### src/rtl/sample_sdram_arbiter.sv
// sample_sdram_arbiter
//   Shares the single sample SDRAM port between the sample-bank download
//   writer (byte writes from the HPS loader) and the sample player's 16-bit
//   wave reads. One download byte is buffered, one SDRAM command is in flight
//   at a time, every command is guarded by a timeout, and a pending read can
//   only be passed over by a bounded number of write grants.
//
// Ports
//   clk_sys      system clock, all logic on the rising edge
//   reset_n      asynchronous active-low reset
//   dl_wr        download byte strobe (accepted only while dl_wait=0)
//   dl_addr      download byte address
//   dl_data      download byte
//   dl_wait      write buffer full, loader must hold off
//   rd_req       read request level, held until rd_ack
//   rd_addr      read byte address (bit 0 ignored)
//   rd_ack       one-cycle pulse, rd_data valid in the same cycle
//   rd_data      read word, held until the next rd_ack
//   sd_cmd       one-cycle command strobe to the SDRAM controller
//   sd_we        1=write, 0=read, valid with sd_cmd
//   sd_addr      command address (reads are word aligned)
//   sd_din       write byte
//   sd_dout      SDRAM read word, valid with sd_done
//   sd_done      one-cycle completion pulse from the controller
//   err_timeout  sticky flag: some command timed out
module sample_sdram_arbiter #(
  parameter int AW      = 25,
  parameter int TIMEOUT = 64,
  parameter int STARVE  = 8
) (
  input  logic          clk_sys,
  input  logic          reset_n,
  input  logic          dl_wr,
  input  logic [AW-1:0] dl_addr,
  input  logic [7:0]    dl_data,
  output logic          dl_wait,
  input  logic          rd_req,
  input  logic [AW-1:0] rd_addr,
  output logic          rd_ack,
  output logic [15:0]   rd_data,
  output logic          sd_cmd,
  output logic          sd_we,
  output logic [AW-1:0] sd_addr,
  output logic [7:0]    sd_din,
  input  logic [15:0]   sd_dout,
  input  logic          sd_done,
  output logic          err_timeout
);

  localparam int TW = (TIMEOUT > 2) ? $clog2(TIMEOUT) : 1;
  localparam int SW = $clog2(STARVE + 1);
  localparam logic [TW-1:0] TO_LAST    = TW'(TIMEOUT - 1);
  localparam logic [SW-1:0] STARVE_MAX = SW'(STARVE);

  typedef enum logic [1:0] {
    IDLE  = 2'd0,
    ISSUE = 2'd1,
    WAIT  = 2'd2
  } state_t;

  state_t        state;
  logic          buf_valid;
  logic [AW-1:0] buf_addr;
  logic [7:0]    buf_data;
  logic          cur_write;
  logic [TW-1:0] to_cnt;
  logic [SW-1:0] starve_cnt;

  logic          rd_pending;
  logic          dl_accept;
  logic          wr_pending;
  logic          grant_rd;
  logic          grant_wr;
  logic [AW-1:0] wr_addr_now;
  logic [7:0]    wr_data_now;
  logic          unused_rd_addr0;

  assign unused_rd_addr0 = rd_addr[0];

  assign dl_wait = buf_valid;

  // The requester keeps rd_req high during the rd_ack cycle, which is also
  // the IDLE cycle after a read completes; masking it there stops the same
  // read from being granted twice.
  assign rd_pending = rd_req & ~rd_ack;

  // A byte arriving while the buffer is empty counts as a pending write in
  // the same cycle, so a loader reacting to dl_wait falling can keep the
  // port busy back-to-back instead of losing every IDLE slot to a read.
  assign dl_accept   = dl_wr & ~buf_valid;
  assign wr_pending  = buf_valid | dl_accept;
  assign wr_addr_now = buf_valid ? buf_addr : dl_addr;
  assign wr_data_now = buf_valid ? buf_data : dl_data;

  assign grant_rd = rd_pending & (~wr_pending | (starve_cnt == STARVE_MAX));
  assign grant_wr = wr_pending & ~grant_rd;

  always_ff @(posedge clk_sys or negedge reset_n) begin
    if (!reset_n) begin
      state       <= IDLE;
      buf_valid   <= 1'b0;
      buf_addr    <= '0;
      buf_data    <= '0;
      cur_write   <= 1'b0;
      to_cnt      <= '0;
      starve_cnt  <= '0;
      rd_ack      <= 1'b0;
      rd_data     <= '0;
      sd_cmd      <= 1'b0;
      sd_we       <= 1'b0;
      sd_addr     <= '0;
      sd_din      <= '0;
      err_timeout <= 1'b0;
    end else begin
      sd_cmd <= 1'b0;
      rd_ack <= 1'b0;

      if (dl_accept) begin
        buf_valid <= 1'b1;
        buf_addr  <= dl_addr;
        buf_data  <= dl_data;
      end

      if (!rd_pending) begin
        starve_cnt <= '0;
      end

      case (state)
        IDLE: begin
          if (grant_wr) begin
            sd_we     <= 1'b1;
            sd_addr   <= wr_addr_now;
            sd_din    <= wr_data_now;
            cur_write <= 1'b1;
            state     <= ISSUE;
            if (rd_pending && (starve_cnt != STARVE_MAX)) begin
              starve_cnt <= starve_cnt + 1'b1;
            end
          end else if (grant_rd) begin
            sd_we      <= 1'b0;
            sd_addr    <= {rd_addr[AW-1:1], 1'b0};
            cur_write  <= 1'b0;
            starve_cnt <= '0;
            state      <= ISSUE;
          end
        end

        ISSUE: begin
          sd_cmd <= 1'b1;
          to_cnt <= '0;
          state  <= WAIT;
        end

        WAIT: begin
          if (sd_done) begin
            if (cur_write) begin
              buf_valid <= 1'b0;
            end else begin
              rd_data <= sd_dout;
              rd_ack  <= 1'b1;
            end
            state <= IDLE;
          end else if (to_cnt == TO_LAST) begin
            // An aborted write drops its byte; an aborted read simply
            // competes again from IDLE because rd_req is still held.
            err_timeout <= 1'b1;
            if (cur_write) begin
              buf_valid <= 1'b0;
            end
            state <= IDLE;
          end else begin
            to_cnt <= to_cnt + 1'b1;
          end
        end

        default: state <= IDLE;
      endcase
    end
  end

endmodule

### config.mk
export PLATFORM = sky130hd
export DESIGN_NAME = sample_sdram_arbiter
export DESIGN_NICKNAME = d
export VERILOG_FILES = /design/src/rtl/sample_sdram_arbiter.sv
export SDC_FILE = /design/constraint.sdc
export NUM_CORES = 1
export LEC_CHECK = 0
export ABC_AREA = 1
export CORE_MARGIN = 3
export CORE_UTILIZATION = 48
export CTS_CLUSTER_SIZE = 28
export DETAILED_ROUTE_END_ITERATION = 8
export PLACE_DENSITY = 0.78
export SETUP_SLACK_MARGIN = 0.05
export SYNTH_ARGS = -nofsm -noshare
export SYNTH_HDL_FRONTEND = slang
export SYNTH_SLANG_ARGS = --single-unit
### constraint.sdc
create_clock -name clk_sys -period 1.95 [get_ports clk_sys]
set_clock_uncertainty 0.15 [all_clocks]
set_input_delay 0.2925 -clock clk_sys [delete_from_list [all_inputs] [get_ports clk_sys]]
set_output_delay 0.2925 -clock clk_sys [all_outputs]
set_load 0.03 [all_outputs]
# Yosys cells after proc, flatten, opt, wreduce, memory -nomap -nowiden
# Index checks and enable logic that the tools add are counted.
[word_totals]
regBits = 99
latch_bits = 0
in_bits = 79
ramBits = 0
romBits = 0
n_memories = 0
out_inout_bits = 54
[classes]
n_shift = 0
bitwise = 12
n_div = 0
n_eq_ne = 9
addsub = 2
n_mux = 28
reduce_logical = 10
multipliers = 0
magnitude_cmp = 0
[op_table]
columns = ["operator", "count"]
rows = [
  ["$mux W25", 3],
  ["$mux W4", 5],
  ["$mux W6", 2],
  ["$pmux W6 S2", 1],
  ["$mux W1", 11],
  ["$reduce_and A3 Y1", 3],
  ["$mux W2", 4],
  ["$mux W8", 1],
  ["$add A6 B1 Y6 const B", 1],
  ["$eq A6 B6 Y1 const B", 1],
  ["$ne A3 B3 Y1 const B", 2],
  ["$not A1 Y1", 6],
  ["$pmux W2 S3", 1],
  ["$reduce_and A2 Y1", 3],
  ["$add A4 B1 Y4 const B", 1],
  ["$and A1 B1 Y1", 4],
  ["$eq A4 B4 Y1 const B", 1],
  ["$ne A2 B2 Y1 const B", 2],
  ["$ne A4 B4 Y1 const B", 1],
  ["$reduce_bool A2 Y1", 2],
  ["$eq A2 B1 Y1 const B", 1],
  ["$eq A2 B2 Y1 const B", 1],
  ["$logic_not A2 Y1", 1],
  ["$or A1 B1 Y1", 2],
  ["$logic_and A1 B1 Y1", 1],
]

# Depth between registers and ports, before layout
# Gate-level depths: netlist of the first run.
[logic_depth]
word_depth = 10
mapped_depth = 10
mapped_depth_nobuf = 9

# Worst setup path before layout of the first run
# No wires, ideal clock.
[synth_timing]
path_type = "register to register"
start = "register buf_valid (netlist: dl_wait)"
end = "register sd_addr[14]"
slack_ns = 0.326
setup_ns = 0.118
period_less_slack_ns = 1.624
arrival_ns = 1.357
path_stages_with_launch = 8
required_ns = 1.682
n_path_buf = 2
path_cell_list = "dfrtp_1 > buf_4 > nor2_4 > inv_2 > clkbuf_1 > nand3_1 > nand3_1 > nand2_1"
[synth_between]
elab_chain_cells = 10
word_cells_on_any_way = 12
cone_classes = "mux: 2; bitwise: 8; reduce/logical: 2"
[synth_rtl]
columns = ["element", "line", "source"]
rows = [
  ["from (decl)", "62", "logic buf_valid;"],
  ["from (signal assigned)", "101", "buf_valid <= 1'b0;"],
  ["from (signal assigned)", "119", "buf_valid <= 1'b1;"],
  ["from (signal assigned)", "157", "buf_valid <= 1'b0;"],
  ["$not A1 Y1", "90", "assign dl_accept = dl_wr & ~buf_valid;"],
  ["$and A1 B1 Y1", "90", ""],
  ["$or A1 B1 Y1", "91", "assign wr_pending = buf_valid | dl_accept;"],
  ["$not A1 Y1", "95", "assign grant_rd = rd_pending & (~wr_pending | (starve_cnt == STARVE_MAX));"],
  ["$or A1 B1 Y1", "95", ""],
  ["$and A1 B1 Y1", "95", ""],
  ["$not A1 Y1", "96", "assign grant_wr = wr_pending & ~grant_rd;"],
  ["$and A1 B1 Y1", "96", ""],
  ["$reduce_bool A2 Y1 (no line)", "-", ""],
  ["$reduce_and A2 Y1 (no line)", "-", ""],
  ["to (signal assigned)", "132", "sd_addr <= wr_addr_now;"],
  ["to (signal assigned)", "141", "sd_addr <= {rd_addr[AW-1:1], 1'b0};"],
  ["to (decl)", "43", "output logic [AW-1:0] sd_addr,"],
]
# Parallel ways exist; a longest one is shown, timed or not.
# A chain may end at the register's enable or synchronous reset.

# Worst setup path after layout of the first run
[layout_timing]
start = "register sd_addr[3]"
end = "output port sd_addr[3]"
# No word-level cell between the ends.

==> impl_results.md, run 1 <==
- Initial antenna violation count: 0
- Post-CTS Setup Inserts: 0
- First-pass GRT wire length: 20,300 um
- Drt wl/cell: 13.1 um
- Min-Delay Endpoint: rd_data[8]
- Mapped Avg Cell Area: 7.45 um2
- Setup-failing EPs final: 0
- Pleak: approximately 3.7 nW
- Clock Pin Slew Worst Setup and Hold Paths: 0.09 ns
- CTS tree: done
- CP top delay family: buffers and inverters
- Vias in the first global route: 4,397
- Critical Path Max Stage Delay: ~0.7 ns
- Sw frac: a little over two fifths
- Final Hold Fails: 0
- GRT Residual Overflow: 0
- Slew margin rel.: 58.8%
- Via/cell ratio: about 5
- Num CTS Buffers: 9
- Mapped Cells: 645
- HP Class: input pin to flop
- Layout area overhead: 36.3%
- Max Cap Violations: 0
- Reg2reg end: sd_addr[13]
- Die area: 0.0113 mm2
- Fillers: between 700 and 800
- Worst r2r src: starve_cnt[0]
- Sequential fraction of the synthesis area: 51.5%
- Unique masters post-synth: 22
- Unrepaired setup endpoints after global routing: no
- I/O Buffers: 131
- Final net count: 857
- Fmax: roughly 540 MHz
- Crit path launch type: flop
- Post-detailed-route count of antenna-violating nets: 0
- WS Path Type: flop to primary output
- DP HPWL: between 8000 and 9000 um
- Synth warnings: 0
- Sink Count: 99
- Die Span Y: 106 um
- 1st-pass router iterations: 5
- Comb pwr share: around half
- Initial DRC count: between 150 and 200
- Worst hold slack: 0.298 ns
- Critical path buffer and inverter count: 1
- Slowest cell on the critical path: clkdlybuf4s50_1
- R2R cell count: 10
- Status: finished clean
- Antenna cells: 0
- HP Start: sd_dout[8]
- Initial core utilization: 50.6%
- Synth Register Bits: 99
- Power share of the clock group: 14.5%
- Worst skew pair latency: 0.37 ns
- Final wirelength: 11,900 um
- CP required: 1.51 ns
- Fin crit share: 95.3%
- Cell Rows: 35
- PD cells: 1470 mW/mm2
- Fin crit period: 1.86 ns
- Max Root-Sink Buffers: 2
- Vias: 4,413
- Tightest Pin Transition: 0.618 ns
- Post-Syn Area: about 0.0048 mm2
- Core area: approximately 0.0095 mm2
- Total global-route track usage: between 20 and 25%
- Switching power total: 4.10 mW
- Chip Width: 106 um
- Root Driver: clkbuf_8
- DRC: 0
- CP cell instances: clkdlybuf4s50_1
- TNS Setup: 0 ns
- H-tree levels: 3
- Hold depth: 3
- Sequential share of power: 35.4%
- Post-Syn Nets: 727
- Share of post-route cells with drive strength above 1: 6.17%
- Slew Limit Fails: 0
- Worst VDD drop: 883 uV
- WP data arrival: 1.41 ns
- Gp weighted congestion: 0.766
- Worst setup EP type: primary output
- Flop2flop setup slack: 0.25 ns
- Pin count of the biggest net entering global routing: 67
- Crit Path Max Fanout: 2
- Pint: 5.50 mW
- # IOs: 133
## area by class of cell
| type | instances | area, um2 | share of cell area, % |
|---|---|---|---|
| flip-flops and latches | 99 | 2480 | 37.8 |
| multi-input cells | 418 | 1820 | 27.7 |
| repair buffers | 145 | 1510 | 23.0 |
| inverters | 102 | 383 | 5.84 |
| well taps | 129 | 161 | 2.46 |
| clock buffers | 9 | 124 | 1.89 |
| clock inverters | 5 | 80.1 | 1.22 |
## timing repair
item                                    CTS  global route
endpoints found under the setup margin    2            24
hold buffers                              1             0
gates cloned                              0             0
hold endpoints to repair                 42             0
gates resized for setup                   2            19
## registers in the layout (all words and copies together) (netlist names)
register,cells
dl_wait,1
rd_data,16
buf_data,8
to_cnt,6
buf_addr,25
sd_cmd,1
sd_addr,25
err_timeout,1
cur_write,1
state,2
starve_cnt,4
sd_din,8
rd_ack,1
## per-stage QoR
step                cells  total power, mW  cell area, um2  setup WS (ns)  utilization, %
floorplan             645             6.52            4810          0.326               -
global route          907             10.4            6550         0.0516            68.9
finish                907             9.60            6550         0.0926            68.9
detailed placement    892             8.32            6290         0.0333            66.2
CTS                   907             9.73            6500         0.0677            68.4
global placement      892             8.13            6290         0.0713            66.2
## power by group through the flow
| stage | sequential, mW | combinational [mW] | clock [mW] |
|---|---|---|---|
| 3_5_place_dp | 3.44 | 4.88 | 0 |
| 4_1_cts | 3.41 | 4.89 | 1.43 |
| 2_1_floorplan | 4.28 | 2.24 | 0 |
| 6_report | 3.40 | 4.80 | 1.40 |
| 5_1_grt | 3.50 | 5.35 | 1.51 |
| 3_3_place_gp | 3.40 | 4.73 | 0 |
## cell usage after synthesis, drive strengths merged
| cell | instances | area (um2) |
|---|---|---|
| nand2 | 283 | 1070 |
| inv | 102 | 383 |
| dfrtp | 99 | 2480 |
| nand3 | 64 | 325 |
| o21ai | 50 | 250 |
| buf | 18 | 105 |
| nor2 | 9 | 51.3 |
| clkbuf | 8 | 30.0 |
| a21oi | 3 | 26.3 |
| ha | 3 | 37.5 |
| xor2 | 2 | 17.5 |
| a31oi | 1 | 6.26 |
| and3b | 1 | 8.76 |
| o21bai | 1 | 7.51 |
| xnor2 | 1 | 8.76 |
## how the worst max path moves through the flow
stage / startpoint / to / slack (ns) / cells after the start
after floorplan: dl_wait / sd_addr[14] / 0.33 / 7
after global placement: dl_wr / sd_addr[0] / 0.07 / 7
after detailed placement: dl_wr / sd_din[1] / 0.03 / 7
after CTS: rd_data[14] / rd_data[14] / 0.07 / 1
after global routing: sd_din[3] / sd_din[3] / 0.05 / 1
final: sd_addr[3] / sd_addr[3] / 0.09 / 1
## layout by cell type (no fill, tap or decap)
| cell type | Yosys | final |
|---|---|---|
| nand2_1 | 279 | 278 |
| clkdlybuf4s50_1 | 0 | 110 |
| dfrtp_1 | 99 | 98 |
| inv_1 | 95 | 95 |
| nand3_1 | 63 | 63 |
| o21ai_0 | 50 | 50 |
| dlymetal6s2s_1 | 0 | 17 |
| buf_4 | 6 | 10 |
| clkbuf_8 | 0 | 9 |
| inv_2 | 7 | 7 |
| nor2_1 | 6 | 5 |
| nand2_2 | 4 | 5 |
| buf_12 | 0 | 4 |
| ha_1 | 3 | 3 |
| nor2_4 | 2 | 2 |
| nor2_2 | 1 | 2 |
| a21oi_1 | 2 | 2 |
| xor2_1 | 2 | 2 |
| bufinv_16 | 0 | 2 |
| clkinvlp_4 | 0 | 2 |
| dlygate4sd2_1 | 0 | 2 |
| xnor2_1 | 1 | 1 |
| nand3_2 | 1 | 1 |
| a31oi_1 | 1 | 1 |
| and3b_1 | 1 | 1 |
| a21oi_4 | 1 | 1 |
| o21bai_1 | 1 | 1 |
| clkinv_2 | 0 | 1 |
| dfrtp_2 | 0 | 1 |
| dlygate4sd3_1 | 0 | 1 |
| buf_6 | 0 | 1 |
## cells by family (layout without fill, tap and decap cells)
group	count (synthesis)	in the layout	synth area share, %
flops	99	99	51.5
xor+xnor	3	3	0.547
compound gates	55	55	6.04
fa+ha+maj	3	3	0.781
simple gates	357	357	30.3
buf+inv	128	261	10.8
## routing by layer
layer / up-vias / wire length, um / GRT usage [%]
met5: - / 0 / 0
met4: 0 / 133 / 3.98
met3: 11 / 926 / 6.56
met2: 161 / 5750 / 37.5
met1: 2031 / 5110 / 27.9
li1: 2210 / - / -
Power figures use the tool's default switching activity.
==> run 2: changes to the inputs <==
--- a/config.mk
+++ b/config.mk
@@ -12,6 +12,7 @@
 export DETAILED_ROUTE_END_ITERATION = 8
 export PLACE_DENSITY = 0.78
 export SETUP_SLACK_MARGIN = 0.05
+export SKIP_LAST_GASP = 1
 export SYNTH_ARGS = -nofsm -noshare
 export SYNTH_HDL_FRONTEND = slang
 export SYNTH_SLANG_ARGS = --single-unit
==> results of run 2 <==
No change in the layout: final DEF, timing and power equal those of run 1.
==> run 3: changes to the inputs <==
--- a/config.mk
+++ b/config.mk
@@ -6,6 +6,7 @@
 export NUM_CORES = 1
 export LEC_CHECK = 0
 export ABC_AREA = 1
+export CORE_ASPECT_RATIO = 0.6
 export CORE_MARGIN = 3
 export CORE_UTILIZATION = 48
 export CTS_CLUSTER_SIZE = 28
==> impl_results.md, run 3 (synthesized netlist as in run 1, its figures left out) <==
- Status: finished clean
- Clock Pin Slew Worst Setup and Hold Paths: 0.06 ns (-0.03 ns)
- Drt wl/cell: 13.7 um (+4.6%)
- Power share of the clock group: 19.5% (+5.0 points)
- I/O Buffers: 131 (unchanged)
- Pin count of the biggest net entering global routing: 65 (-3.0%)
- Power Total: 10.4 mW (+8.5%)
- Unrepaired setup endpoints after global routing: no
- Area of the multi-input gates: 0.00181 mm2 (-0.14%)
- Most frequent cells in the layout: nand2_1 (278), clkdlybuf4s50_1 (125), dfrtp_1 (99), inv_1 (95), nand3_1 (63)
- Slew margin rel.: 67.0% (+8.2 points)
- Final wirelength: 12,500 um (+5.0%)
- TNS Setup: 0 ns (unchanged)
- Largest regs: buf_addr: 25 flops, sd_addr: 25 flops, rd_data: 16 flops
- Total global-route track usage: 23.2% (+1.3 points)
- PD cells: 1560 mW/mm2 (+6.7%)
- First-pass GRT wire length: 21,300 um (+5.0%)
- DP HPWL: 9180 um (+7.0%)
- Cell Rows: 27 (-23%)
- Num CTS Buffers: 9 (unchanged)
- GRT Residual Overflow: 0 (unchanged)
- Final net count: 858 (+0.12%)
- Share of post-route cells with drive strength above 1: 6.15% (-0.024 points)
- Flop2flop setup slack: 0.22 ns (-0.03 ns)
- CTS tree: done
- Reg2reg end: sd_addr[15]
- Max Root-Sink Buffers: 2 (unchanged)
- WP data arrival: 1.41 ns (about the same)
- CP top delay family: buffers and inverters
- Worst hold slack: 0.270 ns (-0.0273 ns)
- Pint: 6.12 mW (+11%)
- Fillers: 753 (-4.6%)
- Gp weighted congestion: 0.837 (+9.3%)
- Initial antenna violation count: 0 (unchanged)
- Worst setup EP type: primary output
- Most common cell after layout, fill and taps aside: nand2_1
- Critical path buffer and inverter count: 1 (unchanged)
- Tightest Pin Transition: 0.494 ns (-0.123 ns)
- Initial DRC count: 361 (+84%)
- Antenna cells: 0 (unchanged)
- Fin crit period: 1.86 ns (-0.000979 ns)
- Slowest cell on the critical path: clkdlybuf4s50_1
- Sequential Area: 0.00248 mm2 (about the same)
- Vias: 4,484 (+1.6%)
- Layout area overhead: 38.5%
- Fmax: 539 MHz (about the same)
- Worst VDD drop: 848 uV (-4.0%)
- Pleak: 3.59 nW (-2.6%)
- Post-detailed-route count of antenna-violating nets: 0 (unchanged)
- Worst r2r src: starve_cnt[0]
- Sink Count: 99 (unchanged)
- DRC: 0 (unchanged)
- Fin crit share: 95.2% (about the same)
- Vias in the first global route: 4,442 (+1.0%)
- HP Class: input pin to async pin
- Final Hold Fails: 0 (unchanged)
- CP required: 1.51 ns (about the same)
- Critical Path Max Stage Delay: 0.69 ns (about the same)
- Sequential share of power: 32.9% (-2.5 points)
- Core area: 0.00946 mm2 (-0.46%)
- Initial core utilization: 50.8% (+0.23 points)
- Chip Width: 135 um (+27%)
- 1st-pass router iterations: 5 (unchanged)
- WS Path Type: flop to primary output
- Slew Limit Fails: 0 (unchanged)
- Comb pwr share: 47.6% (-2.4 points)
- Max Cap Violations: 0 (unchanged)
- Setup-failing EPs final: 0 (unchanged)
- Crit path launch type: flop
- Root Driver: clkbuf_16
- Crit Path Max Fanout: 2 (unchanged)
- R2R cell count: 10 (unchanged)
- Via/cell ratio: 4.92 (+1.2%)
- Worst skew pair latency: 0.35 ns (-0.02 ns)
- CP cell instances: clkdlybuf4s50_1
- Sw frac: 41.3% (-1.4 points)
- Die Span Y: 83.5 um (-21%)
- Die area: 0.0113 mm2 (+0.35%)
- Switching power total: 4.30 mW (+5.0%)
- H-tree levels: 3 (unchanged)
- # IOs: 133 (unchanged)
## run 3: cell types whose count changed in the layout (fill, tap and decap cells not counted), sizes merged
cell           change
buf                +1
dlygate4sd2        -2
dlymetal6s2s      -13
clkdlybuf4s50     +15
clkinvlp           -1
bufinv             +1
inv                +1
clkbuf             +1
## run 3: timing repair
item / 4_1_cts / 5_1_grt
buffers inserted: 0 / 0
setup endpoints to repair: 0 / 4
hold endpoints to repair: 24 / 0
hold buffers: 1 / 0
gates resized for setup: 0 / 4
## run 3: power by group through the flow
stage	sequential, mW	combinational [mW]	clock (mW)
3_5_place_dp	3.43	4.98	0
4_1_cts	3.42	5.00	2.06
5_1_grt	3.53	5.51	2.14
2_1_floorplan	4.28	2.24	0
6_report	3.43	4.96	2.03
3_3_place_gp	3.39	4.81	0
## run 3: routing by layer
| metal | part of all wire [%] | vias up | routed length (um) | GRT usage (%) |
|---|---|---|---|---|
| met3 | 5.8 | 13 | 722 | 6.63 |
| met2 | 46 | 159 | 5710 | 35.8 |
| li1 | - | 2212 | - | - |
| met5 | 0 | - | 0 | 0 |
| met4 | 1.3 | 0 | 164 | 6.04 |
| met1 | 47 | 2100 | 5920 | 32.5 |
## run 3: worst max path at each step
stage                start     endpoint  slack [ns]  cells past startpoint
6_report       sd_addr[20]  sd_addr[20]        0.09                      1
5_1_grt        sd_addr[23]  sd_addr[23]        0.06                      1
4_1_cts             rd_ack       rd_ack        0.06                      1
3_5_place_dp         dl_wr  sd_addr[19]        0.05                      6
3_3_place_gp         dl_wr   sd_addr[0]        0.11                      7
2_1_floorplan      dl_wait  sd_addr[14]        0.33                      7
## run 3: layout make-up
type | count | share of cell area, %
clock buffers | 10 | 3.44
well taps | 130 | 2.44
repair buffers | 146 | 22.2
clock inverters | 6 | 1.67
flip-flops and latches | 99 | 37.2
multi-input cells | 418 | 27.2
inverters | 102 | 5.75
## run 3: per-stage QoR
step / cell area, um2 / utilization (%) / cells / worst slack [ns]
3_3_place_gp: 6300 / 66.6 / 894 / 0.107
6_report: 6660 / 70.4 / 911 / 0.0936
4_1_cts: 6650 / 70.3 / 911 / 0.0620
5_1_grt: 6660 / 70.4 / 911 / 0.0621
3_5_place_dp: 6300 / 66.6 / 894 / 0.0544
2_1_floorplan: 4810 / - / 645 / 0.326
